===== src/rtl/scan_mux_pkg.sv =====
// Shared types and constants for the scan_mux channel multiplexer.
// Holds the control state encoding and the mode input encoding.
package scan_mux_pkg;

    typedef enum logic [1:0] {
        MANUAL     = 2'd0,
        SCAN_LOAD  = 2'd1,
        SCAN_DWELL = 2'd2
    } state_t;

    localparam logic MODE_MANUAL = 1'b0;
    localparam logic MODE_SCAN   = 1'b1;

endpackage


===== src/rtl/scan_next_ch.sv =====
// Circular priority search: first enabled channel at or after start.
// Ports: en_mask (eligible channels), start (search origin), nxt (hit), any_en (hit exists).
module scan_next_ch
    import scan_mux_pkg::*;
#(
    parameter  int N_CH  = 8,
    localparam int SEL_W = $clog2(N_CH)
) (
    input  logic [N_CH-1:0]  en_mask,
    input  logic [SEL_W-1:0] start,
    output logic [SEL_W-1:0] nxt,
    output logic             any_en
);

    logic [SEL_W:0] idx;

    always_comb begin
        nxt    = '0;
        any_en = 1'b0;
        idx    = '0;
        for (int i = 0; i < N_CH; i++) begin
            idx = {1'b0, start} + (SEL_W+1)'(i);
            // start < N_CH, so a single subtract is enough to wrap
            if (idx >= (SEL_W+1)'(N_CH))
                idx = idx - (SEL_W+1)'(N_CH);
            if (!any_en && en_mask[idx[SEL_W-1:0]]) begin
                any_en = 1'b1;
                nxt    = idx[SEL_W-1:0];
            end
        end
    end

endmodule


===== src/rtl/scan_mux.sv =====
// Registered N-channel mux with manual select or round-robin scan with dwell.
// Ports: clk, reset, din (packed channels), mode, sel, en_mask, dwell,
//        y/y_ch/y_valid output sample with y_ready downstream accept.
module scan_mux
    import scan_mux_pkg::*;
#(
    parameter  int N_CH    = 8,
    parameter  int WIDTH   = 8,
    parameter  int DWELL_W = 4,
    localparam int SEL_W   = $clog2(N_CH)
) (
    input  logic                  clk,
    input  logic                  reset,
    input  logic [N_CH*WIDTH-1:0] din,
    input  logic                  mode,
    input  logic [SEL_W-1:0]      sel,
    input  logic [N_CH-1:0]       en_mask,
    input  logic [DWELL_W-1:0]    dwell,
    output logic [WIDTH-1:0]      y,
    output logic [SEL_W-1:0]      y_ch,
    output logic                  y_valid,
    input  logic                  y_ready
);

    state_t               state;
    logic [SEL_W-1:0]     ptr;
    logic [DWELL_W-1:0]   dwell_cnt;
    logic [WIDTH-1:0]     ch_data [N_CH];
    logic [SEL_W-1:0]     nxt;
    logic [SEL_W-1:0]     ptr_inc;
    logic                 any_en;
    logic                 load;
    logic                 sel_ok;

    for (genvar k = 0; k < N_CH; k++) begin : g_ch
        assign ch_data[k] = din[k*WIDTH +: WIDTH];
    end

    scan_next_ch #(.N_CH(N_CH)) u_next (
        .en_mask (en_mask),
        .start   (ptr),
        .nxt     (nxt),
        .any_en  (any_en)
    );

    // Output slot is free when empty or being drained this cycle
    assign load    = !y_valid || y_ready;
    // Out-of-range select (non power-of-2 N_CH) never yields a sample
    assign sel_ok  = (int'(sel) < N_CH) ? en_mask[sel] : 1'b0;
    assign ptr_inc = (nxt == SEL_W'(N_CH-1)) ? '0 : nxt + SEL_W'(1);

    always_ff @(posedge clk or posedge reset) begin
        if (reset) begin
            y         <= '0;
            y_ch      <= '0;
            y_valid   <= 1'b0;
            ptr       <= '0;
            dwell_cnt <= '0;
            state     <= MANUAL;
        end else if (state == SCAN_DWELL) begin
            // Dwell runs on regardless of backpressure
            if (y_valid && y_ready)
                y_valid <= 1'b0;
            if (mode == MODE_MANUAL) begin
                dwell_cnt <= '0;
                state     <= MANUAL;
            end else begin
                dwell_cnt <= dwell_cnt - DWELL_W'(1);
                if (dwell_cnt == DWELL_W'(1))
                    state <= SCAN_LOAD;
            end
        end else if (load) begin
            if (mode == MODE_MANUAL) begin
                state <= MANUAL;
                if (sel_ok) begin
                    y       <= ch_data[sel];
                    y_ch    <= sel;
                    y_valid <= 1'b1;
                end else begin
                    y_valid <= 1'b0;
                end
            end else if (any_en) begin
                y       <= ch_data[nxt];
                y_ch    <= nxt;
                y_valid <= 1'b1;
                ptr     <= ptr_inc;
                if (dwell == '0) begin
                    state <= SCAN_LOAD;
                end else begin
                    dwell_cnt <= dwell;
                    state     <= SCAN_DWELL;
                end
            end else begin
                y_valid <= 1'b0;
                state   <= SCAN_LOAD;
            end
        end
    end

endmodule


===== config.mk =====
export PLATFORM = sky130hd
export DESIGN_NAME = scan_mux
export DESIGN_NICKNAME = d
export VERILOG_FILES = /design/src/rtl/scan_mux_pkg.sv /design/src/rtl/scan_next_ch.sv /design/src/rtl/scan_mux.sv
export SDC_FILE = /design/constraint.sdc
export NUM_CORES = 1
export LEC_CHECK = 0
export CAP_MARGIN = 20
export CORE_MARGIN = 2
export CORE_UTILIZATION = 45
export CTS_BUF_LIST = sky130_fd_sc_hd__clkbuf_16
export DETAILED_ROUTE_END_ITERATION = 8
export GPL_TIMING_DRIVEN = 0
export PLACE_DENSITY = 0.84
export SYNTH_ARGS = -nofsm -noshare
export SYNTH_HDL_FRONTEND = slang
export SYNTH_SLANG_ARGS = --single-unit

===== constraint.sdc =====
create_clock -name clk -period 5.2 [get_ports clk]
set_clock_uncertainty 0.2 [all_clocks]
set_input_delay 1.56 -clock clk [delete_from_list [all_inputs] [get_ports clk]]
set_output_delay 1.56 -clock clk [all_outputs]
set_load 0.02 [all_outputs]

# [Yosys cells after proc, flatten, opt, wreduce, memory -nomap -nowiden]
# Cells that the tools add are included.
[totals] reg_bits=21 input_bits=83 output_inout_bits=12 wordCells=153
[classes] add_sub_neg=17 magnitude_cmp=19 eq_ne=7 mux=74 bitwise_logic=3 n_reduce_logical=27
[op_table] op="two-way mux 3 bit" count=20
[op_table] op="two-way mux 8 bit" count=7
[op_table] op="binary-select mux 8 bit (select 3 bit)" count=2
[op_table] op=">= comparator 4 bit, second input constant" count=9
[op_table] op="< comparator 3 x 4 -> 1 bit, second input constant" count=9
[op_table] op="binary-select mux 1 bit (select 3 bit)" count=9
[op_table] op="two-way mux 4 bit" count=6
[op_table] op="subtractor 3 x 1 -> 3 bit, second input constant" count=8
[op_table] op="two-way mux 1 bit" count=23
[op_table] op="adder 3 x 3 -> 4 bit, second input constant" count=4
[op_table] op="two-way mux 2 bit" count=7
[op_table] op="AND reduction 4 bit" count=3
[op_table] op="adder 3 x 2 -> 4 bit, second input constant" count=2
[op_table] op="logical AND 1 bit" count=8
[op_table] op="logical NOT 1 bit" count=8
[op_table] op="inverter 3 -> 4 bit" count=2
[op_table] op="nonzero test 2 bit" count=4
[op_table] op="adder 3 x 1 -> 4 bit, second input constant" count=1
[op_table] op="== test 4 x 1 -> 1 bit, second input constant" count=1
[op_table] op=">= comparator 3 x 4 -> 1 bit, second input constant" count=1
[op_table] op="logical NOT 4 bit" count=1
[op_table] op="!= test 2 x 1 -> 1 bit, second input constant" count=2
[op_table] op="AND reduction 2 bit" count=2
[op_table] op="subtractor 4 x 1 -> 4 bit, second input constant" count=1
[op_table] op="other kinds (7)" count=7

# [Logic depth before layout (Yosys ltp)]
# Gate-level depths: netlist of the first run.
[depth] word_depth=32 ltp_mapped=15 mapped_depth_nobuf=12

# [Cells and area by module]
# A second synthesis of the first run with hierarchy kept.
[hier_totals] hier_cells=339 area_unflattened_um2=3085.5
[by_module_without_submodules] module="scan_mux" instances=1 cells_each=224 area_each_um2=2023.2 seq_area_each_um2=525.5
[by_module_without_submodules] module="scan_next_ch" instances=1 cells_each=115 area_each_um2=1062.3 seq_area_each_um2=0.0

# [Worst setup path after synthesis of the first run]
# Ideal clock, no wire load.
[synth_timing] kind="input port to flip-flop" start="input port en_mask[1]" end="register ptr[2]" setup_time_ns=0.125 arrival_time_ns=4.072 required_ns=4.875 path_slack_ns=0.803 stages=11 path_buffers=2 path_cell_list="mux2_1 > mux4_2 > nand2b_4 > nor2_1 > a32oi_1 > or2_1 > buf_6 > buf_2 > ha_1 > ha_1 > mux2_2"
[synth_between] elab_chain_cells=26
[synth_rtl] element="start: declaration" line_no="scan_mux.sv:17" source="input logic [N_CH-1:0] en_mask,"
[synth_rtl] element="binary-select mux 1 bit (select 3 bit)" line_no="scan_next_ch.sv:26" source="if (!any_en && en_mask[idx[SEL_W-1:0]]) begin"
[synth_rtl] element="two-way mux 1 bit (not written as such)" line_no="scan_next_ch.sv:26"
[synth_rtl] element="two-way mux 1 bit" line_no="scan_next_ch.sv:26"
[synth_rtl] element="logical NOT 1 bit" line_no="scan_next_ch.sv:26"
[synth_rtl] element="logical AND 1 bit" line_no="scan_next_ch.sv:26"
[synth_rtl] element="two-way mux 1 bit" line_no="scan_next_ch.sv:26"
[synth_rtl] element="logical NOT 1 bit" line_no="scan_next_ch.sv:26"
[synth_rtl] element="logical AND 1 bit" line_no="scan_next_ch.sv:26"
[synth_rtl] element="(+11 left out)"
[synth_rtl] element="logical AND 1 bit" line_no="scan_next_ch.sv:26"
[synth_rtl] element="two-way mux 1 bit" line_no="scan_next_ch.sv:26"
[synth_rtl] element="logical NOT 1 bit" line_no="scan_next_ch.sv:26"
[synth_rtl] element="logical AND 1 bit" line_no="scan_next_ch.sv:26"
[synth_rtl] element="two-way mux 3 bit *" line_no="scan_next_ch.sv:26"
[synth_rtl] element="adder 3 x 1 -> 3 bit or == test 3 bit (tied branches)" line_no="scan_mux.sv:50" source="assign ptr_inc = (nxt == SEL_W'(N_CH-1)) ? '0 : nxt + SEL_W'(1);"
[synth_rtl] element="two-way mux 3 bit *" line_no="scan_mux.sv:50"
[synth_rtl] element="via ptr_inc[2]" line_no="scan_mux.sv:30" source="logic [SEL_W-1:0] ptr_inc;"
[synth_rtl] element="end signal: assignment" line_no="scan_mux.sv:86" source="ptr <= ptr_inc;"
[synth_rtl] element="end: declaration" line_no="scan_mux.sv:26" source="logic [SEL_W-1:0] ptr;"
# Mark *: on every way through the listed nets, which the timed path passes. The rest lies on a longest branch. The select of a mux whose other input is x is not followed.
# A chain may end at the register's enable or synchronous reset.

# [Worst setup path in the final report of the first run]
[layout_timing] start="input port en_mask[5]" end="register y[4]"
[layout_between] elab_chain_cells=30
[layout_rtl] element="binary-select mux 1 bit (select 3 bit)" line_no="scan_next_ch.sv:26"
[layout_rtl] element="two-way mux 1 bit (not written as such)" line_no="scan_next_ch.sv:26"
[layout_rtl] element="two-way mux 1 bit" line_no="scan_next_ch.sv:26"
[layout_rtl] element="logical NOT 1 bit" line_no="scan_next_ch.sv:26"
[layout_rtl] element="logical AND 1 bit" line_no="scan_next_ch.sv:26"
[layout_rtl] element="two-way mux 1 bit" line_no="scan_next_ch.sv:26"
[layout_rtl] element="logical NOT 1 bit" line_no="scan_next_ch.sv:26"
[layout_rtl] element="logical AND 1 bit" line_no="scan_next_ch.sv:26"
[layout_rtl] element="(+13 left out)"
[layout_rtl] element="logical NOT 1 bit" line_no="scan_next_ch.sv:26"
[layout_rtl] element="logical AND 1 bit" line_no="scan_next_ch.sv:26"
[layout_rtl] element="two-way mux 3 bit" line_no="scan_next_ch.sv:26"
[layout_rtl] element="inverter 3 -> 4 bit (not written as such)" line_no="scan_mux.sv:83" source="y <= ch_data[nxt];"
[layout_rtl] element="binary-select mux 8 bit (select 3 bit)" line_no="scan_mux.sv:83"
[layout_rtl] element="two-way mux 8 bit (not written as such) (2 in a row)" line_no="scan_mux.sv:83"
[layout_rtl] element="two-way mux 8 bit" line_no="scan_mux.sv:82" source="end else if (any_en) begin"
[layout_rtl] element="two-way mux 8 bit" line_no="scan_mux.sv:73" source="if (mode == MODE_MANUAL) begin"
[layout_rtl] element="end signal: assignment" line_no="scan_mux.sv:76" source="y <= ch_data[sel];"
[layout_rtl] element="end signal: assignment" line_no="scan_mux.sv:83"
[layout_rtl] element="end: declaration" line_no="scan_mux.sv:19" source="output logic [WIDTH-1:0] y,"
# Several ways; a longest one is shown, not always the timed one. The select of a mux whose other input is x is not followed.

==> metrics.cfg, run 1 <==
[run_status]
status=complete, no violations

[worst_setup_path]
worstPathArrival_ns=5.00
path_max_fanout=10
worstPathRequired_ns=5.12
critPathSlowestCell=clkdlybuf4s50_1
r2r_cells=15
regToRegStartpoint=ptr[1]
end_kind=flip-flop
critPathMaxStageDelay_ns=0.57
reg2reg_to=ptr[2]
crit_type=in2reg
path_common_cell=mux2_1
critical_path.cell_chain=clkdlybuf4s50_1, mux2_1, mux4_2, o22a_1, a211oi_1, o32ai_1, or2_1, inv_2, buf_2, mux2_1, a22oi_1, a32oi_1
critPathLaunchType=input pin
rrSetupSlack_ns=0.81

[synth]
yosysTopAreaCellShare_pct=21.0
synth_xor_xnor_area_share_pct=2.11
synthTopCellsByCount=mux4_2, mux2i_1, dfrtp_1
synth-simple-area-share_pct=12.1
synth_warnings=0
yosysSeqAreaShare_pct=15.8
synth_area_um2=3320
syn_nets=419
synth_compound_area_share_pct=19.0
synthCells=330
ys_ff_latch=21
syn_avg_cell_area_um2=10.1
yosysTopAreaCell=mux4_2
synthAdderAreaFrac_pct=2.26
async_flop_share_pct=100
synth_edf_count=0
synthTopCellsByArea=mux4_2, dfrtp_1, mux2i_1
synth_mux_area_share_pct=41.7
synth_top_family_by_area=multiplexers
yosys_most_used_dff=dfrtp_1
synthMostInstantiatedCell=mux4_2
ys_types=67

[sta]
worst_pin_slew_ns=0.855
fmax_mhz=197
hold_slack_ns=0.298
slew_headroom_pct=42.9
drv_slew=0
min_period_ns=5.08
finalSetupViolCount=0
period_share_pct=97.7
postLayoutSetupSlackWorst_ns=0.117
finalHoldViolations=0

[global_route]
grt_pass1_wl_um=16600
grt-ovfl-total=0
antenna_found_initial=0
grt_pass1_vias=3299
grtUsageTotal_pct=24.7
grt_start_max_net_pins=22

[place]
dp_cells=520
globalplace.congestion=0.941
dp_slack_ns=-0.158
dp_hpwl_um=7840
port_buffers=91
post_dp_cell_area_um2=4360

[cts]
cts.clk_slew.worst_paths_ns=0.07
cts_buffers=3
cts.path.max_buffers=2
cts_setup_buffers=0
cts_tree=yes
root_buffer=clkbuf_16
h-tree-depth=1
cts_sinks=21
clk_latency_ns=0.26

[power]
ir_worst_vdd_uv=399
p_seq_share_pct=9.7
p_int_w=0.00154
pwr_density_cell_nw_per_um2=704
p_sw_w=0.00160
pwr-share-comb_pct=84.9
power_switching_share_pct=50.9
leakagePower_nw=1.76
clockPowerShare_pct=5.4

[run]
maxCapViolations=0

[layout]
antennaDiodeCount=0
final_nets=515
syn_to_final_growth_pct=34.2
seqCellArea_um2=526
n_fill_cell=604
multi_input_area_um2=2580
post-route-util_pct=61.8
fin_area_um2=4460
drive_gt1_share_pct=20.9
final_cells=524

[detailed_routing]
post-route-drc-count=0
via_per_inst=6.30
drt-total-wl_um=10100
drt_iter0_drc=290
firstDrtPassIters=4
vias=3303
routedWlPerCell_um=19.3
antenna_left=0

[floorplanning]
die_height_um=90.0
dieArea_um2=8090
fp.coreArea_um2=7210
start_util_pct=46.1
io_pins=95
row_count=31
fp.dieW_um=90.0

[hold_path]
min_to=y_ch[0]
hold_path_depth=2
hold_start=y_ch[0]
min_path_type=reg2reg

==> worst max-delay path by stage <==
| stage | start | end | slack, ns |
|---|---|---|---|
| after global placement | en_mask[4] | ptr[2] | -0.12 |
| after CTS | en_mask[6] | ptr[2] | 0.08 |
| after floorplan | en_mask[1] | ptr[2] | 0.80 |
| final | en_mask[5] | y[4] | 0.12 |
| after detailed placement | en_mask[6] | ptr[2] | -0.16 |
| after global routing | en_mask[5] | ptr[2] | -0.03 |
==> flip-flops by register name, indices dropped and copies added, names as in the netlist <==
| register | count |
|---|---|
| y | 8 |
| dwell_cnt | 4 |
| ptr | 3 |
| y_ch | 3 |
| state | 2 |
| y_valid | 1 |
==> cell families (layout without fill, tap and decap cells) <==
| group | Yosys count | after routing |
|---|---|---|
| AO/OA/AOI/OAI | 88 | 88 |
| flip-flops | 21 | 21 |
| XOR/XNOR | 5 | 5 |
| buffers and inverters | 46 | 141 |
| AND/OR/NAND/NOR | 70 | 70 |
| adder cells (fa/ha/maj) | 6 | 6 |
| multiplexers | 94 | 94 |
==> power groups by stage <==
stage          registers (W)  clock network [W]  logic (W)
2_1_floorplan       0.000351                  0    0.00195
3_3_place_gp        0.000301                  0    0.00255
3_5_place_dp        0.000307                  0    0.00260
4_1_cts             0.000305           0.000168    0.00262
5_1_grt             0.000314           0.000175    0.00288
6_report            0.000305           0.000169    0.00267
==> critical path, delay by kind of cell <==
family,cells,cell delay (ns)
compound gates,5,0.97
mux,3,1.28
buf+inv,3,0.91
simple gates,1,0.27
==> layout make-up <==
class                           instances  area share (%)
Clock inverter                          1           0.112
Multi-Input combinational cell        263            57.7
Inverter                               21            2.05
Timing Repair Buffer                   91            20.7
Buffer                                 25            3.17
Sequential cell                        21            11.8
Clock buffer                            3            1.68
Tap cell                               99            2.78
==> metrics by stage <==
| step | total power [W] | TNS (ns) |
|---|---|---|
| 3_5_place_dp | 0.00291 | -0.546 |
| 2_1_floorplan | 0.00230 | 0 |
| 6_report | 0.00314 | 0 |
| 5_1_grt | 0.00337 | -0.0257 |
| 3_3_place_gp | 0.00285 | -0.221 |
| 4_1_cts | 0.00310 | 0 |
==> timing repair <==
action                                  in CTS  in global routing
endpoints found under the setup margin       0                  8
hold buffers                                 0                  0
resized for setup                            0                  7
==> layout by cell type (no fill, tap or decap), types with 11 or more instances in the layout <==
cell             count
a21oi_1             13
clkdlybuf4s50_1     86
dfrtp_1             21
inv_1               18
mux2_1              13
mux2_2              19
mux2i_1             27
mux4_2              31
nand2_1             16
nor2_1              14
nor3_1              11
o21ai_0             15
==> routing by layer <==
layer	up-vias	GRT usage [%]	share of wire, %
met5	-	0	0
li1	1495	-	-
met3	12	3.35	6.7
met1	1635	34.8	43
met4	0	6.15	1.4
met2	161	40.5	49
Power figures use the tool's default switching activity.
==> run 2, diff against run 1 <==
Settings changed: ABC_CLOCK_PERIOD_IN_PS set to 4900.
Clock period 5.2 ns to 4.9 ns, I/O delays scaled along.
==> metrics.cfg, run 2 (synthesis gave the netlist of run 1 again) <==
[run_status]
status=complete, no violations

[power]
pwr_density_cell_nw_per_um2=750  ; +6.5%
ir_worst_vdd_uv=423  ; +6.0%
leakagePower_nw=1.73  ; -1.9%

[sta]
finalHoldViolations=0  ; unchanged
period_share_pct=97.3
drv_slew=0  ; unchanged
finalSetupViolCount=0  ; unchanged
rsz0062_at_grt=no
min_period_ns=4.77
hold_slack_ns=0.291  ; -0.00649 ns
slew_headroom_pct=43.3  ; +0.37 points
worst_pin_slew_ns=0.850  ; -0.00553 ns
postLayoutSetupSlackWorst_ns=0.134  ; +0.0167 ns
fmax_mhz=210

[hold_path]
hold_path_depth=2  ; unchanged
min_to=y_ch[0]
min_path_type=reg2reg
hold_start=y_ch[0]

[floorplanning]
row_count=31  ; unchanged
fp.dieW_um=90.0  ; unchanged
die_height_um=90.0  ; unchanged
dieArea_um2=8090  ; unchanged
start_util_pct=46.1  ; unchanged
fp.coreArea_um2=7210  ; unchanged
io_pins=95  ; unchanged

[cts]
cts.path.max_buffers=2  ; unchanged
clk_latency_ns=0.26  ; about the same
h-tree-depth=1  ; unchanged
cts_resized=10  ; +10
cts.clk_slew.worst_paths_ns=0.07  ; about the same
cts_buffers=3  ; unchanged
hold_buffers=0  ; unchanged
root_buffer=clkbuf_16
cts_sinks=21  ; unchanged
cts_tree=yes
cts_setup_buffers=0  ; unchanged

[global_route]
grt_pass1_vias=3284  ; -0.45%
grt_pass1_wl_um=16700  ; +0.37%
grt-ovfl-total=0  ; unchanged
grtUsageTotal_pct=24.8  ; +0.13 points
grt_start_max_net_pins=22  ; unchanged
antenna_found_initial=0  ; unchanged

[layout]
syn_to_final_growth_pct=33.6
largest_register_ff_count=8  ; unchanged
final_common_cell=clkdlybuf4s50_1
final_cells=523  ; -0.19%
fin_area_um2=4440  ; -0.45%
final_nets=514  ; -0.19%
layout_common_cells=clkdlybuf4s50_1, mux4_2, mux2i_1, dfrtp_1, mux2_2
reg.largest.list=y (8), dwell_cnt (4)
antennaDiodeCount=0  ; unchanged
drive_gt1_share_pct=21.0  ; +0.049 points
regMostFlops=y

[detailed_routing]
firstDrtPassIters=4  ; unchanged
via_per_inst=6.28  ; -0.29%
drt-total-wl_um=10100  ; +0.33%
post-route-drc-count=0  ; unchanged
vias=3287  ; -0.48%
drt_iter0_drc=303  ; +4.5%
routedWlPerCell_um=19.4  ; +0.52%
antenna_left=0  ; unchanged

[worst_setup_path]
worstPathArrival_ns=4.69  ; -0.31 ns
critPathLaunchType=input pin
reg2reg_to=y[6]
end_kind=flip-flop
path_max_fanout=10  ; unchanged
regToRegStartpoint=ptr[1]
rrSetupSlack_ns=0.53  ; -0.28 ns
crit_type=in2reg
r2r_cells=15  ; unchanged
worstPathRequired_ns=4.82  ; -0.30 ns

[place]
dp_cells=520  ; unchanged
port_buffers=91  ; unchanged
post_dp_cell_area_um2=4360  ; unchanged
dp_slack_ns=-0.368  ; -0.210 ns
globalplace.congestion=0.941  ; unchanged
dp_hpwl_um=7840  ; unchanged

[run]
maxCapViolations=0  ; unchanged

## run 2: per-stage QoR
stage	util [%]	power (W)	setup TNS (ns)
after floorplan	-	0.00244	0
after global placement	60.4	0.00302	-2.19
after detailed placement	60.4	0.00309	-2.82
after CTS	61.5	0.00328	0
after global routing	61.6	0.00356	0
final	61.6	0.00333	0
## run 2: how the worst max path moves through the flow
stage	start	endpoint	depth (start not counted)
2_1_floorplan	en_mask[1]	ptr[2]	11
3_3_place_gp	en_mask[4]	ptr[2]	12
3_5_place_dp	en_mask[6]	ptr[2]	12
4_1_cts	en_mask[3]	y[5]	12
5_1_grt	en_mask[6]	y[7]	12
6_report	en_mask[6]	y[4]	12
## run 2: layer usage
layer  GRT usage, %  wire, um  up-vias
met2           40.7      4890      154
met3           3.35       647       14
met1           35.0      4450     1624
met4           6.15       133        0
li1               -         -     1495
met5              0         0        -
## run 2: power by group
part	leakage [nW]	total, W	switching [W]	internal (W)
Sequential	0.255	0.000324	0.0000619	0.000262
Clock	0.0409	0.000181	0.0000706	0.000110
Combinational	1.43	0.00283	0.00157	0.00126
## run 2: layout make-up
cell class	count	area, um^2
Fill cell	614	2770
Multi-Input combinational cell	263	2580
Timing Repair Buffer	91	905
Sequential cell	21	526
Buffer	24	136
Tap cell	99	124
Inverter	21	91.3
Clock buffer	3	75.1
Clock inverter	1	5.00
## run 2: worst max-delay path: stages
cell and delay (ns):
dlygate4sd2_1 0.35, mux2_1 0.34, mux4_2 0.58, o22a_1 0.25, a211oi_1 0.24, o32ai_1 0.14
or2_1 0.27, inv_2 0.08, buf_2 0.27, mux2_1 0.36, a22oi_1 0.21, a32oi_1 0.13
